`config.mk`:
```
export PLATFORM = sky130hd
export DESIGN_NAME = udma_stream_packer
export DESIGN_NICKNAME = d
export VERILOG_FILES = /design/src/rtl/udma_stream_pkg.sv /design/src/rtl/udma_stream_packer.sv
export SDC_FILE = /design/constraint.sdc
export NUM_CORES = 1
export LEC_CHECK = 0
export CORE_MARGIN = 5
export CORE_UTILIZATION = 55
export CTS_CLUSTER_DIAMETER = 30
export DETAILED_ROUTE_END_ITERATION = 16
export PLACE_DENSITY = 0.84
export SLEW_MARGIN = 20
export SYNTH_ARGS = -nofsm -noshare
export SYNTH_HDL_FRONTEND = slang
export SYNTH_SLANG_ARGS = --single-unit
```
`constraint.sdc`:
```
create_clock -name clk_i -period 6.1 [get_ports clk_i]
set_clock_uncertainty 0.05 [all_clocks]
set_input_delay 1.22 -clock clk_i [delete_from_list [all_inputs] [get_ports clk_i]]
set_output_delay 1.22 -clock clk_i [all_outputs]
set_load 0.005 [all_outputs]
```
`src/rtl/udma_stream_pkg.sv`:
```
// Purpose: shared datasize encodings, the packed output-word type and the size-to-bytes helper.
// Latency: n/a (declarations only).
// Backpressure: n/a.
package udma_stream_pkg;

    localparam int LANES   = 4;
    localparam int WORD_DW = 8 * LANES;

    localparam logic [1:0] DS_BYTE    = 2'b00;
    localparam logic [1:0] DS_HALF    = 2'b01;
    localparam logic [1:0] DS_WORD    = 2'b10;
    localparam logic [1:0] DS_ILLEGAL = 2'b11;

    // One packed output word: data, byte-valid mask and transfer-close flag.
    typedef struct packed {
        logic [WORD_DW-1:0] dat;
        logic [LANES-1:0]   be;
        logic               last;
    } pack_word_t;

    // Number of bytes carried by an element; the illegal encoding carries none.
    function automatic logic [2:0] ds_bytes(input logic [1:0] ds);
        case (ds)
            DS_BYTE: ds_bytes = 3'd1;
            DS_HALF: ds_bytes = 3'd2;
            DS_WORD: ds_bytes = 3'd4;
            default: ds_bytes = 3'd0;
        endcase
    endfunction

endpackage

```
`src/rtl/udma_stream_packer.sv`:
```
// Purpose: packs byte/half/word stream elements into little-endian 32-bit words with byte enables.
// Latency: a word completed by an accepted element is valid on the output the following cycle.
// Backpressure: in_ready_o drops when the element needs the output register and it is not free.
module udma_stream_packer
    import udma_stream_pkg::*;
#(
    parameter int DATA_WIDTH = 32,   // only 32 (four byte lanes) is supported
    parameter int TO_WIDTH   = 16
) (
    input  logic                  clk_i,
    input  logic                  rst_i,
    input  logic                  cmd_clr_i,
    input  logic [TO_WIDTH-1:0]   cfg_timeout_i,
    input  logic [DATA_WIDTH-1:0] in_data_i,
    input  logic [1:0]            in_datasize_i,
    input  logic                  in_valid_i,
    input  logic                  in_sot_i,
    input  logic                  in_eot_i,
    output logic                  in_ready_o,
    output logic [DATA_WIDTH-1:0] out_data_o,
    output logic [3:0]            out_be_o,
    output logic                  out_valid_o,
    output logic                  out_last_o,
    input  logic                  out_ready_i,
    output logic                  err_o
);

    // Accumulator; fill never rests at 4 because a full word moves out on the same edge.
    logic [WORD_DW-1:0]  acc_dat;
    logic [LANES-1:0]    acc_be;
    logic [2:0]          fill;
    logic [TO_WIDTH-1:0] to_cnt;

    pack_word_t          out_q;
    logic                out_vld;
    logic                err_q;

    logic [2:0]          elem_bytes;
    logic [3:0]          fill_sum;
    logic                elem_ill;
    logic                fits;
    logic                completes;
    logic                out_free;
    logic                in_rdy;
    logic                accept;
    logic                load_full;
    logic                ill_flush;
    logic                split_flush;
    logic                to_hit;
    logic                part_flush;
    logic [WORD_DW-1:0]  elem_mask;
    logic [LANES-1:0]    be_base;
    logic [WORD_DW-1:0]  elem_dat;
    logic [LANES-1:0]    elem_be;

    // Element lane mask and base byte-enable by datasize; bytes above the size are dropped.
    always_comb begin
        case (in_datasize_i)
            DS_BYTE: begin elem_mask = 32'h0000_00ff; be_base = 4'b0001; end
            DS_HALF: begin elem_mask = 32'h0000_ffff; be_base = 4'b0011; end
            DS_WORD: begin elem_mask = 32'hffff_ffff; be_base = 4'b1111; end
            default: begin elem_mask = 32'h0000_0000; be_base = 4'b0000; end
        endcase
    end

    // Fit / completion decision, handshake and flush causes for the current cycle.
    always_comb begin
        elem_bytes = ds_bytes(in_datasize_i);
        elem_ill   = (in_datasize_i == DS_ILLEGAL);
        fill_sum   = {1'b0, fill} + {1'b0, elem_bytes};
        fits       = !elem_ill && (fill_sum <= 4'd4) && !(in_sot_i && (fill != 3'd0));
        completes  = fits && ((fill_sum == 4'd4) || in_eot_i);
        out_free   = !out_vld || out_ready_i;
        elem_dat   = (in_data_i & elem_mask) << {fill[1:0], 3'b000};
        elem_be    = be_base << fill[1:0];

        // An illegal element only needs the output register when it closes a partial word.
        if (rst_i || cmd_clr_i)          in_rdy = 1'b0;
        else if (elem_ill)               in_rdy = (in_eot_i && (fill != 3'd0)) ? out_free : 1'b1;
        else if (!fits)                  in_rdy = 1'b0;
        else if (completes)              in_rdy = out_free;
        else                             in_rdy = 1'b1;

        accept      = in_valid_i && in_rdy;
        load_full   = accept && completes;
        ill_flush   = accept && elem_ill && in_eot_i && (fill != 3'd0);
        split_flush = in_valid_i && !rst_i && !cmd_clr_i && !elem_ill && !fits && out_free;
        to_hit      = (cfg_timeout_i != '0) && (to_cnt >= cfg_timeout_i) && (fill != 3'd0)
                      && !accept && out_free;
        part_flush  = ill_flush || split_flush || to_hit;
    end

    // Accumulator and output register: load a completed or flushed word, else keep packing.
    always_ff @(posedge clk_i) begin
        if (rst_i || cmd_clr_i) begin
            acc_dat <= '0;
            acc_be  <= '0;
            fill    <= 3'd0;
            out_q   <= '0;
            out_vld <= 1'b0;
            err_q   <= 1'b0;
        end else begin
            err_q <= accept && elem_ill;
            if (load_full) begin
                out_q.dat  <= acc_dat | elem_dat;
                out_q.be   <= acc_be | elem_be;
                out_q.last <= in_eot_i;
                out_vld    <= 1'b1;
                acc_dat    <= '0;
                acc_be     <= '0;
                fill       <= 3'd0;
            end else if (part_flush) begin
                out_q.dat  <= acc_dat;
                out_q.be   <= acc_be;
                out_q.last <= ill_flush;
                out_vld    <= 1'b1;
                acc_dat    <= '0;
                acc_be     <= '0;
                fill       <= 3'd0;
            end else begin
                if (out_free) begin
                    out_vld <= 1'b0;
                end
                if (accept && fits) begin
                    acc_dat <= acc_dat | elem_dat;
                    acc_be  <= acc_be | elem_be;
                    fill    <= fill_sum[2:0];
                end
            end
        end
    end

    // Idle counter for a resting partial word; holds at the threshold until the flush can go out.
    always_ff @(posedge clk_i) begin
        if (rst_i || cmd_clr_i) begin
            to_cnt <= '0;
        end else if (accept || (fill == 3'd0) || load_full || part_flush) begin
            to_cnt <= '0;
        end else if ((to_cnt != '1) && !((cfg_timeout_i != '0) && (to_cnt >= cfg_timeout_i))) begin
            to_cnt <= to_cnt + TO_WIDTH'(1);
        end
    end

    assign in_ready_o  = in_rdy;
    assign out_data_o  = out_q.dat;
    assign out_be_o    = out_q.be;
    assign out_last_o  = out_q.last;
    assign out_valid_o = out_vld;
    assign err_o       = err_q;

endmodule

```
==> out/summary.txt <==
Vias/cell: 6.171
number of synthesized flops with an enable pin: 0
initial antenna violation count: 0
Iter 0 DRT Violations: 368
hold slack: 426.4 ps
Max Cap Violations: 0
sequential area share after synthesis: 0.3741
switching share of power: 0.2745
Final period util: 0.8698
core area: 0.008806 mm^2
Reg area: 0.001882 mm^2
final setup fails: 0
status: finished, final reports clean
critical path type: in2out
DIE WIDTH: 105.6 um
die area: 0.01116 mm^2
grt ovf: 0
Starting Density: 0.5712
Detail Placement HPWL: 10430 um
synthesis-stage register bit count: 94
WL final: 14300 um
cell internal pwr: 888.8 uW
min-delay worst type: reg2reg
post-cts resize count: 0
WL/cell: 17.72 um
clk_lat worst skew: 370 ps
PD cells: 197.8 mW/mm^2
CP Capture Type: output pin
Post-Synth Adder-Cell Area: 0.06368
num ports: 97
Max clock buf depth: 2
Final Max Slew Viols: 0
# DRC: 0
combinational power share: 0.128
Crit path arrival time: 4040 ps
Cell Area, Synth: 0.005030 mm^2
Slew @ Worst Pin: 932.0 ps
Final nets: 776
net switching power figure: 336.3 uW
routed vias: 4980
Critical Path Max Stage Delay: 500 ps
Fin. Hold Viols: 0
relative slew slack: 0.3787
ys flop type: dfxtp_1
clk slew on worst S/H paths: 90 ps
CP required: 4830 ps
largest net degree at the start of global routing: 39
vias in the first global route: 4906
Synth Area in XOR/XNOR: 0.02886
CTS H-tree lvls: 3
crit start category: primary input
Setup TNS: 0 ps
GPL Wtd Cong: 0.9633
Fill cells: 681
CP Cell Sequence: clkdlybuf4s50_1 -> inv_1 -> ha_1 -> ha_1 -> inv_1 -> fa_1 -> xnor3_1 -> o21ai_2 -> a21oi_1 -> o21ai_0 -> o211a_1 -> clkdlybuf4s50_1
share of cells above drive strength 1: 0.04721
mux share of post-synthesis cell area: 0.02189
Synth Warn #: 0
die height: 105.6 um
Max Freq: 188.5 MHz
Min Clock Period, post-route: 5306 ps
async set-reset flop share out of synthesis: 0
RSZ-0062 raised after global routing: no
Yosys top cell by area: dfxtp_1
Hold-fix buffers, CTS: 0
Syn-to-layout area delta: 23.16%
post-synthesis compound-gate area fraction: 0.2547
share of power burned in registers: 0.509
All-Layer GR Usage: 0.2557
Synth area leaders: dfxtp_1 (37%), a211oi_1 (11%), nor2_1 (6.9%), a21oi_1 (6.8%), ha_1 (6.0%)
most common cell in the synthesized netlist: dfxtp_1
first drt pass iteration count: 5
CTS tree: done
largest family of logic cells by synthesized area: compound AO/OA/AOI/OAI gates
FP Rows: 34
Antenna diodes: 0
slowest CP cell: clkdlybuf4s50_1
area of the multi-input gates: 0.002855 mm^2
Port Buffers: 96
Num CTS Buffers: 9
post-route ant nets: 0
Avg Synthesized Cell Area: 8.074 um^2
Cell variety after synth: 54
syn_nets: 705
clk sinks: 94
clock share of power: 0.364
CTS Root Cell: clkbuf_8
global-route wire length before repair: 23670 um
critical-path maximum fanout: 6
P_leak: 2.178 nW
setup bufs post-CTS: 0
peak supply drop: 139.7 uV
Cells after Synth: 623
Synth top cells by count: dfxtp_1 (94), nor2_1 (93), a211oi_1 (73), a21oi_1 (68), nand2_1 (38)
share of the synthesized area in the top cell type: 0.3741
Synth Area in Simple Gates: 0.1978
## final cells by class
type | count | share of cell area
clock buffers | 10 | 0.02060
clock inverters | 6 | 0.01232
inverters | 26 | 0.01575
multi-input cells | 459 | 0.4609
flip-flops and latches | 94 | 0.3038
well taps | 108 | 0.02181
repair buffers | 104 | 0.1648
## cell families after synthesis
kind of cell               count (synthesis)
AOI/OAI and AO/OA                        197
and+or+nand+nor                          211
xor gates and xnor gates                  15
adders and majority gates                 25
buffers and inverters                     70
muxes                                     11
DFF                                       94
## through the flow
step | worst slack (ps) | util | area (um^2) | total power, mW | cells
global placement | 966.4 | 0.6803 | 5991 | 0.7862 | 791
finish | 794.1 | 0.7035 | 6195 | 1.225 | 807
CTS | 803.7 | 0.7035 | 6195 | 1.222 | 807
detailed placement | 816.0 | 0.6803 | 5991 | 0.7905 | 791
global route | 631.8 | 0.7035 | 6195 | 1.262 | 807
floorplan | 2004 | - | 5030 | 0.7160 | 623
## worst max-delay path: cells and delay by family
family	cells	cell delay, ps
xor+xnor	1	290
compound gates	4	570
buf+inv	4	1150
fa+ha+maj	3	810
## sequential cells by signal, indices dropped and copies added (netlist names)
signal	flops
acc_dat	32
out_data_o	32
to_cnt	16
acc_be	4
out_be_o	4
fill	3
err_o	1
out_last_o	1
out_valid_o	1
## metal layers
metal,vias to the layer above,track usage,part of all wire
li1,2398,-,-
met4,0,0.09251,0.023
met5,-,0,0
met2,248,0.4185,0.46
met3,34,0.03912,0.078
met1,2300,0.3433,0.44
## power groups by stage
stage	Combinational, mW	Sequential, mW	Clock [mW]
6_report	0.157	0.623	0.445
4_1_cts	0.154	0.623	0.445
3_3_place_gp	0.149	0.637	0
5_1_grt	0.169	0.624	0.468
3_5_place_dp	0.153	0.637	0
2_1_floorplan	0.0797	0.636	0
## cells in the final DEF, fill, tap and decap left out, types with 4 or more instances in the layout
cell type / count
nand2_1: 38
or3_1: 7
clkdlybuf4s50_1: 96
o21ai_0: 10
ha_1: 24
nor4_1: 12
nand4_1: 7
o21a_1: 9
buf_4: 8
a21oi_1: 67
mux2i_1: 11
nand3_1: 18
a31oi_1: 9
inv_1: 24
and3_1: 6
dfxtp_1: 94
a211oi_1: 73
nor3b_1: 4
nor2_1: 93
o22ai_1: 8
o22a_1: 5
xor2_1: 11
clkbuf_8: 9
nor3_1: 10
## path summary, 6_finish.rpt
kind	startpoint	endpoint	slack, ps	cells after the start
min reg2reg	acc_dat[30]	acc_dat[30]	430	1
min	acc_dat[30]	acc_dat[30]	430	1
max reg2reg	fill[1]	out_be_o[2]	1780	9
max	in_datasize_i[0]	in_ready_o	790	12
(Power assumes the default switching activity.)
